--- src/rtl/mouse_frame_ctl.sv ---
// Frame-synchronous mouse controller: captures position/button on vblank rise,
// clamps to the screen and emits left-button clicks on a valid/ready channel.
// Optional button debounce is enabled with the MOUSE_DEBOUNCE_EN macro.
module mouse_frame_ctl #(
    parameter int unsigned H_MAX           = 1023,
    parameter int unsigned V_MAX           = 767,
    parameter int unsigned DEBOUNCE_FRAMES = 3
) (
    input  logic        clk,
    input  logic        rst,
    input  logic        vblank_in,
    input  logic [11:0] xpos_in,
    input  logic [11:0] ypos_in,
    input  logic        mouseleft_in,
    output logic [11:0] xpos_out,
    output logic [11:0] ypos_out,
    output logic        mouseleft_out,
    output logic        frame_tick,
    output logic        click_valid,
    input  logic        click_ready,
    output logic [11:0] click_x,
    output logic [11:0] click_y,
    output logic        click_overrun
);

    typedef enum logic [0:0] {
        ST_IDLE    = 1'b0,
        ST_CAPTURE = 1'b1
    } state_t;

    localparam logic [11:0] LP_H_MAX = 12'(H_MAX);
    localparam logic [11:0] LP_V_MAX = 12'(V_MAX);

    state_t      r_state;
    state_t      w_state_nxt;
    logic        r_vblank_q;
    logic        w_rise;
    logic [11:0] r_x_raw;
    logic [11:0] r_y_raw;
    logic        r_btn_raw;
    logic [11:0] w_x_raw_nxt;
    logic [11:0] w_y_raw_nxt;
    logic        w_btn_raw_nxt;
    logic [11:0] w_x_clamp;
    logic [11:0] w_y_clamp;
    logic        w_acc_lvl;

    logic [11:0] r_xpos;
    logic [11:0] r_ypos;
    logic        r_mouseleft;
    logic        r_frame_tick;
    logic        r_click_valid;
    logic [11:0] r_click_x;
    logic [11:0] r_click_y;
    logic        r_click_overrun;

    logic [11:0] w_xpos_nxt;
    logic [11:0] w_ypos_nxt;
    logic        w_mouseleft_nxt;
    logic        w_frame_tick_nxt;
    logic        w_click_valid_nxt;
    logic [11:0] w_click_x_nxt;
    logic [11:0] w_click_y_nxt;
    logic        w_click_overrun_nxt;

    assign w_rise    = vblank_in & ~r_vblank_q;
    assign w_x_clamp = (r_x_raw > LP_H_MAX) ? LP_H_MAX : r_x_raw;
    assign w_y_clamp = (r_y_raw > LP_V_MAX) ? LP_V_MAX : r_y_raw;

`ifdef MOUSE_DEBOUNCE_EN
    localparam int unsigned LP_CNT_RAW  = $clog2(DEBOUNCE_FRAMES + 1);
    localparam int unsigned LP_CNT_W    = (LP_CNT_RAW < 2) ? 2 : ((LP_CNT_RAW > 8) ? 8 : LP_CNT_RAW);
    localparam int unsigned LP_FRAMES   = (DEBOUNCE_FRAMES == 0) ? 1 : DEBOUNCE_FRAMES;
    localparam logic [LP_CNT_W-1:0] LP_CNT_LAST = LP_CNT_W'(LP_FRAMES - 1);

    logic [LP_CNT_W-1:0] r_db_cnt;
    logic [LP_CNT_W-1:0] w_db_cnt_nxt;

    // Debounce: the accepted level flips only after enough disagreeing captures in a row.
    always_comb begin
        w_acc_lvl    = r_mouseleft;
        w_db_cnt_nxt = r_db_cnt;
        if (r_state == ST_CAPTURE) begin
            if (r_btn_raw == r_mouseleft) begin
                w_db_cnt_nxt = '0;
            end else if (r_db_cnt >= LP_CNT_LAST) begin
                w_acc_lvl    = r_btn_raw;
                w_db_cnt_nxt = '0;
            end else begin
                w_db_cnt_nxt = r_db_cnt + LP_CNT_W'(1);
            end
        end else begin
            w_db_cnt_nxt = r_db_cnt;
        end
    end

    // Debounce counter register.
    always_ff @(posedge clk) begin
        if (rst) begin
            r_db_cnt <= '0;
        end else begin
            r_db_cnt <= w_db_cnt_nxt;
        end
    end
`else
    assign w_acc_lvl = r_btn_raw;
`endif

    // Next-state and next-output logic; every register holds unless the FSM says otherwise.
    always_comb begin
        w_state_nxt         = r_state;
        w_x_raw_nxt         = r_x_raw;
        w_y_raw_nxt         = r_y_raw;
        w_btn_raw_nxt       = r_btn_raw;
        w_xpos_nxt          = r_xpos;
        w_ypos_nxt          = r_ypos;
        w_mouseleft_nxt     = r_mouseleft;
        w_frame_tick_nxt    = 1'b0;
        w_click_x_nxt       = r_click_x;
        w_click_y_nxt       = r_click_y;
        w_click_overrun_nxt = r_click_overrun;
        if (r_click_valid && click_ready) begin
            w_click_valid_nxt = 1'b0;
        end else begin
            w_click_valid_nxt = r_click_valid;
        end

        case (r_state)
            ST_IDLE: begin
                if (w_rise) begin
                    w_x_raw_nxt   = xpos_in;
                    w_y_raw_nxt   = ypos_in;
                    w_btn_raw_nxt = mouseleft_in;
                    w_state_nxt   = ST_CAPTURE;
                end else begin
                    w_state_nxt   = ST_IDLE;
                end
            end
            ST_CAPTURE: begin
                w_xpos_nxt       = w_x_clamp;
                w_ypos_nxt       = w_y_clamp;
                w_mouseleft_nxt  = w_acc_lvl;
                w_frame_tick_nxt = 1'b1;
                w_state_nxt      = ST_IDLE;
                // A press while an unaccepted event is pending is dropped and flagged.
                if (w_acc_lvl && !r_mouseleft) begin
                    if (!r_click_valid || click_ready) begin
                        w_click_valid_nxt = 1'b1;
                        w_click_x_nxt     = w_x_clamp;
                        w_click_y_nxt     = w_y_clamp;
                    end else begin
                        w_click_overrun_nxt = 1'b1;
                    end
                end else begin
                    w_click_overrun_nxt = r_click_overrun;
                end
            end
            default: begin
                w_state_nxt = ST_IDLE;
            end
        endcase
    end

    // State, capture and output registers.
    always_ff @(posedge clk) begin
        if (rst) begin
            r_state         <= ST_IDLE;
            r_vblank_q      <= 1'b0;
            r_x_raw         <= 12'd0;
            r_y_raw         <= 12'd0;
            r_btn_raw       <= 1'b0;
            r_xpos          <= 12'd0;
            r_ypos          <= 12'd0;
            r_mouseleft     <= 1'b0;
            r_frame_tick    <= 1'b0;
            r_click_valid   <= 1'b0;
            r_click_x       <= 12'd0;
            r_click_y       <= 12'd0;
            r_click_overrun <= 1'b0;
        end else begin
            r_state         <= w_state_nxt;
            r_vblank_q      <= vblank_in;
            r_x_raw         <= w_x_raw_nxt;
            r_y_raw         <= w_y_raw_nxt;
            r_btn_raw       <= w_btn_raw_nxt;
            r_xpos          <= w_xpos_nxt;
            r_ypos          <= w_ypos_nxt;
            r_mouseleft     <= w_mouseleft_nxt;
            r_frame_tick    <= w_frame_tick_nxt;
            r_click_valid   <= w_click_valid_nxt;
            r_click_x       <= w_click_x_nxt;
            r_click_y       <= w_click_y_nxt;
            r_click_overrun <= w_click_overrun_nxt;
        end
    end

    assign xpos_out      = r_xpos;
    assign ypos_out      = r_ypos;
    assign mouseleft_out = r_mouseleft;
    assign frame_tick    = r_frame_tick;
    assign click_valid   = r_click_valid;
    assign click_x       = r_click_x;
    assign click_y       = r_click_y;
    assign click_overrun = r_click_overrun;

endmodule
--- config.mk ---
export PLATFORM = sky130hd
export DESIGN_NAME = mouse_frame_ctl
export DESIGN_NICKNAME = d
export VERILOG_FILES = /design/src/rtl/mouse_frame_ctl.sv
export SDC_FILE = /design/constraint.sdc
export NUM_CORES = 1
export LEC_CHECK = 0
export BUFFER_PORTS_ARGS = -buffer_cell sky130_fd_sc_hd__buf_2
export CAP_MARGIN = 30
export CORE_UTILIZATION = 40
export CTS_CLUSTER_DIAMETER = 100
export DETAILED_ROUTE_END_ITERATION = 6
export MAX_ROUTING_LAYER = met4
export PLACE_DENSITY = 0.66
export SYNTH_ARGS = -nofsm -noshare
export SYNTH_HDL_FRONTEND = slang
export SYNTH_SLANG_ARGS = --single-unit
--- constraint.sdc ---
create_clock -name clk -period 1.2 [get_ports clk]
set_input_delay 0.12 -clock clk [delete_from_list [all_inputs] [get_ports clk]]
set_output_delay 0.12 -clock clk [all_outputs]
set_load 0.02 [all_outputs]
=== After elaboration in Yosys (flattened, before gate mapping) ===
Index checks and enable logic that the tools add are counted.

* Register bits after elaboration: 79
* Input bits: 29
* Output and inout bits: 52
* Logic and storage cells: 36

* Magnitude comparators: 2
* Muxes and demuxes: 9
* Bitwise gates (word level): 4
* Reductions and logical operators: 8

{| class="wikitable"
|+ Operators by type and width
! cell !! count
|-
| 12-bit by 10-bit greater-than comparator with 1-bit output, second input constant || 2
|-
| 12-bit two-way mux || 2
|-
| 1-bit two-way mux || 6
|-
| 3-bit AND reduction || 2
|-
| 1-bit NOT || 3
|-
| 1-bit logical AND || 2
|-
| 1-bit zero test || 2
|-
| 1-bit case mux with 2 select lines || 1
|-
| 2-bit AND reduction || 1
|-
| 1-bit AND || 1
|-
| 1-bit logical OR || 1
|}

=== Logic depth before layout (Yosys ltp) ===
* Word-level depth: 5
* Gate-level depth with buffers: 6

=== Worst setup path before layout ===
Ideal clock, no wire load.

* Path kind: register -> register
* Start: reg r_state
* End: reg r_x_raw[0]
* Arrival: 1157 ps
* Data required time: 1068 ps
* Slack: -89 ps
* Cell stages (with the launch flop): 7
* Path buffers: 3
* Cells stage by stage: dfxtp_1 > buf_6 > or3b_1 > buf_6 > buf_6 > nand2_1 > a21oi_1

* Cells in the longest elaborated chain, start to end: 2

{| class="wikitable"
|+ Ends and longest elaborated chain
! item !! line !! source
|-
| start, declared || 34 || <nowiki>state_t r_state;</nowiki>
|-
| start signal, assigned || 181 || <nowiki>r_state <= w_state_nxt;</nowiki>
|-
| 1-bit NOT || - ||
|-
| 2-bit AND reduction (no line) || - ||
|-
| end signal, assigned || 183 || <nowiki>r_x_raw <= w_x_raw_nxt;</nowiki>
|-
| end, declared || 38 || <nowiki>logic [11:0] r_x_raw;</nowiki>
|}

Every way passes these cells.
A chain may end at the register's enable or synchronous reset.

=== Worst setup path in the final report ===
* Start: reg r_state
* End: reg r_y_raw[10]

* Cells in the longest elaborated chain, start to end: 2

{| class="wikitable"
|+ Ends and longest elaborated chain
! item !! line !! source
|-
| 1-bit NOT || - ||
|-
| 2-bit AND reduction (no line) || - ||
|-
| end signal, assigned || 184 || <nowiki>r_y_raw <= w_y_raw_nxt;</nowiki>
|-
| end, declared || 39 || <nowiki>logic [11:0] r_y_raw;</nowiki>
|}

Every way passes these cells.

==> impl_metrics.sql <==
INSERT INTO impl_metrics (metric_group, metric, value, unit) VALUES
('logic_synthesis', 'ys_dominant_reg_cell', 'sky130_fd_sc_hd__dfxtp_1', ''),
('floorplan', 'die_h', '85.2', 'um'),
('floorplan', 'fp.dieW', '85.2', 'um'),
('logic_synthesis', 'synth_cells', '306', ''),
('detailed_routing', 'detail_route.wirelength', '6.75', 'mm'),
('global_routing', 'first_global_vias', '2085', ''),
('logic_synthesis', 'yosysUniqueCellTypes', '24', ''),
('detailed_routing', 'post-route-drc-count', '0', ''),
('logic_synthesis', 'netlist_top_cells_area', 'sky130_fd_sc_hd__dfxtp_1 57%, sky130_fd_sc_hd__a211oi_1 10%, sky130_fd_sc_hd__a21oi_1 8.5%, sky130_fd_sc_hd__nand2_1 6.8%, sky130_fd_sc_hd__nor2_1 5.8%', ''),
('logic_synthesis', 'post-synth-top-count-cell', 'sky130_fd_sc_hd__dfxtp_1', ''),
('final_layout', 'sequential_cell_area', '1590', 'um2'),
('timing', 'setup_violations', '2', ''),
('worst_setup_path', 'crit_buf_inv', '3', ''),
('timing', 'timing.setup.tns', '-17.5', 'ps'),
('worst_setup_path', 'worstSetupEndpointType', 'register', ''),
('detailed_routing', 'routedWlPerCell', '14.0', 'um'),
('timing', 'finalHoldViolCount', '0', ''),
('power_and_ir_drop', 'netSwitchingFraction', '0.266', ''),
('logic_synthesis', 'synth.cell_area', '2770', 'um2'),
('detailed_routing', 'antenna_violating_nets_post_route', '0', ''),
('final_layout', 'synthToLayoutAreaGrowth', '36.1', '%'),
('worst_setup_path', 'startpoint', 'r_state', ''),
('worst_setup_path', 'timing.critical_path.from_type', 'register', ''),
('detailed_routing', 'num_vias', '2461', ''),
('clock_network', 'cts_num_sinks', '79', ''),
('power_and_ir_drop', 'power.density_cell_area', '1460', 'nW/um2'),
('final_layout', 'n_antenna_cell', '0', ''),
('global_routing', 'grt_pass1_wl', '10.2', 'mm'),
('floorplan', 'initial_core_util', '0.426', ''),
('clock_network', 'max_h_tree_level', '3', ''),
('worst_setup_path', 'crit_path_max_fanout', '7', ''),
('clock_network', 'ctsRootBufferMaster', 'sky130_fd_sc_hd__clkbuf_8', ''),
('global_routing', 'grt-ovfl-total', '0', ''),
('clock_network', 'clock_latency', '350', 'ps'),
('power_and_ir_drop', 'power.share.combinational', '0.127', ''),
('floorplan', 'design.die.area', '7250', 'um2'),
('floorplan', 'floorplan.rows', '29', ''),
('worst_setup_path', 'sequence_of_cells_on_the_critical_path', 'buf_6 -> nor3b_4 -> buf_6 -> buf_8 -> nand2_1 -> a21oi_1', ''),
('detailed_routing', 'drt_iter0_drc', '144', ''),
('global_routing', 'number_of_antenna_violations_at_the_first_check_in_global_routing', '0', ''),
('power_and_ir_drop', 'power.share.sequential', '0.510', ''),
('floorplan', 'core', '6490', 'um2'),
('logic_synthesis', 'post_synth.cell_area_avg', '9.04', 'um2'),
('logic_synthesis', 'ys.warnings.count', '0', ''),
('timing', 'post-route-min-period', '1220', 'ps'),
('worst_setup_path', 'cp_data_arrival_time', '1500', 'ps'),
('timing', 'worst_clock_skew', '7.15', 'ps'),
('worst_setup_path', 'regToRegStartpoint', 'r_state', ''),
('status', 'violations', 'setup timing', ''),
('placed_design', 'dpl.hpwl', '4.61', 'mm'),
('timing', 'period_share', '1.01', ''),
('final_layout', 'nFillCells', '603', ''),
('detailed_routing', 'detail_route.vias_per_cell', '5.11', ''),
('timing', 'timing_worst_slew_pin_value', '446', 'ps'),
('logic_synthesis', 'yosys-top-cells-count', '79 x sky130_fd_sc_hd__dfxtp_1, 50 x sky130_fd_sc_hd__nand2_1, 47 x sky130_fd_sc_hd__a21oi_1', ''),
('power_and_ir_drop', 'net-switching-power', '1.46', 'mW'),
('worst_setup_path', 'cp_data_required_time', '1480', 'ps'),
('timing', 'slew_headroom', '0.703', ''),
('placed_design', 'gp_routability_congestion', '0.779', ''),
('hold_path', 'worstHoldPathType', 'in2reg', ''),
('power_and_ir_drop', 'static-leakage-power', '1.57', 'nW'),
('timing', 'maxSlewViolCount', '0', ''),
('status', 'result_of_the_run', 'finished with violations', ''),
('final_layout', 'multi_input_combinational_cell_area', '1200', 'um2'),
('logic_synthesis', 'sequential_cell_area_fraction_in_the_yosys_report', '0.572', ''),
('power_and_ir_drop', 'vdd_drop_max', '0.584', 'mV'),
('global_routing', 'grtUsageTotal', '0.188', ''),
('floorplan', 'floorplan.io_pins', '81', ''),
('timing', 'layout_setup_ws', '-16.6', 'ps'),
('clock_network', 'cts_made_buffers', '9', ''),
('worst_setup_path', 'critical_path.top_delay_family', 'buffers and inverters', '');
==> cells by family after synthesis <==
kind of cell / after synthesis / synth area share
flip-flops: 79 / 0.572
multiplexers: 2 / 0.00724
AND/OR/NAND/NOR: 113 / 0.180
buffers and inverters: 25 / 0.0479
AO/OA/AOI/OAI: 87 / 0.193
==> state kept, by name (all words and copies together), names as in the netlist <==
| name | cells |
|---|---|
| frame_tick | 1 |
| click_valid | 1 |
| ypos_out | 12 |
| r_x_raw | 12 |
| r_btn_raw | 1 |
| xpos_out | 12 |
| click_x | 12 |
| click_y | 12 |
| mouseleft_out | 1 |
| r_vblank_q | 1 |
| r_state | 1 |
| click_overrun | 1 |
| r_y_raw | 12 |
==> worst paths after layout <==
kind | endpoint | slack (ps) | cells past startpoint
setup / recovery | r_y_raw[10] | -20 | 6
hold / removal | r_x_raw[10] | 2 | 3
setup reg to reg | r_y_raw[10] | -20 | 6
hold reg to reg | ypos_out[10] | 460 | 1
==> metrics by stage <==
step                      utilization  cells  power (mW)  instance area [um2]  hold slack, ps
after floorplan                     -    306        3.22                 2770             248
after global placement          0.510    460        3.43                 3310             368
after detailed placement        0.510    460        3.44                 3310             367
after CTS                       0.546    479        5.40                 3540           0.702
after global routing            0.580    482        5.67                 3760           -1.03
final                           0.580    482        5.48                 3760            1.62
==> worst min-delay path: stages <==
cell                      delay [ps]
sky130_fd_sc_hd__buf_2           100
sky130_fd_sc_hd__nand2_2          50
sky130_fd_sc_hd__a21oi_2          40
==> cell usage in the layout (no fill, tap or decap), types with 3 or more instances in the layout <==
cell	n
sky130_fd_sc_hd__nand2_2	16
sky130_fd_sc_hd__dfxtp_1	77
sky130_fd_sc_hd__nor2_1	36
sky130_fd_sc_hd__buf_4	13
sky130_fd_sc_hd__nor3b_1	4
sky130_fd_sc_hd__buf_6	9
sky130_fd_sc_hd__nor2b_1	3
sky130_fd_sc_hd__dlygate4sd3_1	3
sky130_fd_sc_hd__nor2_2	7
sky130_fd_sc_hd__a21oi_2	16
sky130_fd_sc_hd__a21oi_1	31
sky130_fd_sc_hd__nand2_1	32
sky130_fd_sc_hd__a211oi_1	36
sky130_fd_sc_hd__clkbuf_8	10
sky130_fd_sc_hd__buf_2	80
sky130_fd_sc_hd__clkinvlp_4	3
sky130_fd_sc_hd__and2_1	4
==> metal layers <==
layer,share of wire,global-route usage
met1,0.50,0.277
met2,0.42,0.240
met3,0.055,0.0340
met4,0.021,0.0955
met5,0,-
==> power by group through the flow <==
stage          combinational [mW]  clock [mW]  sequential (mW)
3_5_place_dp                0.586           0             2.85
5_1_grt                     0.752        2.11             2.81
2_1_floorplan               0.312           0             2.91
6_report                    0.695        1.99             2.79
3_3_place_gp                0.579           0             2.85
4_1_cts                     0.598        2.01             2.79
==> layout make-up <==
| class | instances | share of cell area |
|---|---|---|
| clock inverter | 5 | 0.0153 |
| clock buffer | 11 | 0.0376 |
| tap | 77 | 0.0256 |
| timing repair buffer | 108 | 0.182 |
| sequential | 79 | 0.421 |
| multi-input combinational | 202 | 0.318 |
==> repair_timing <==
| item | in CTS | in global routing |
|---|---|---|
| endpoints found under the hold margin | 3 | 0 |
| pin swaps | 0 | 26 |
| gates cloned | 0 | 2 |
| buffers inserted | 0 | 1 |
| hold buffers | 3 | 0 |
| gates resized for setup | 1 | 64 |
| endpoints found under the setup margin | 12 | 39 |
Note: power is estimated with default switching activity, not from simulation.
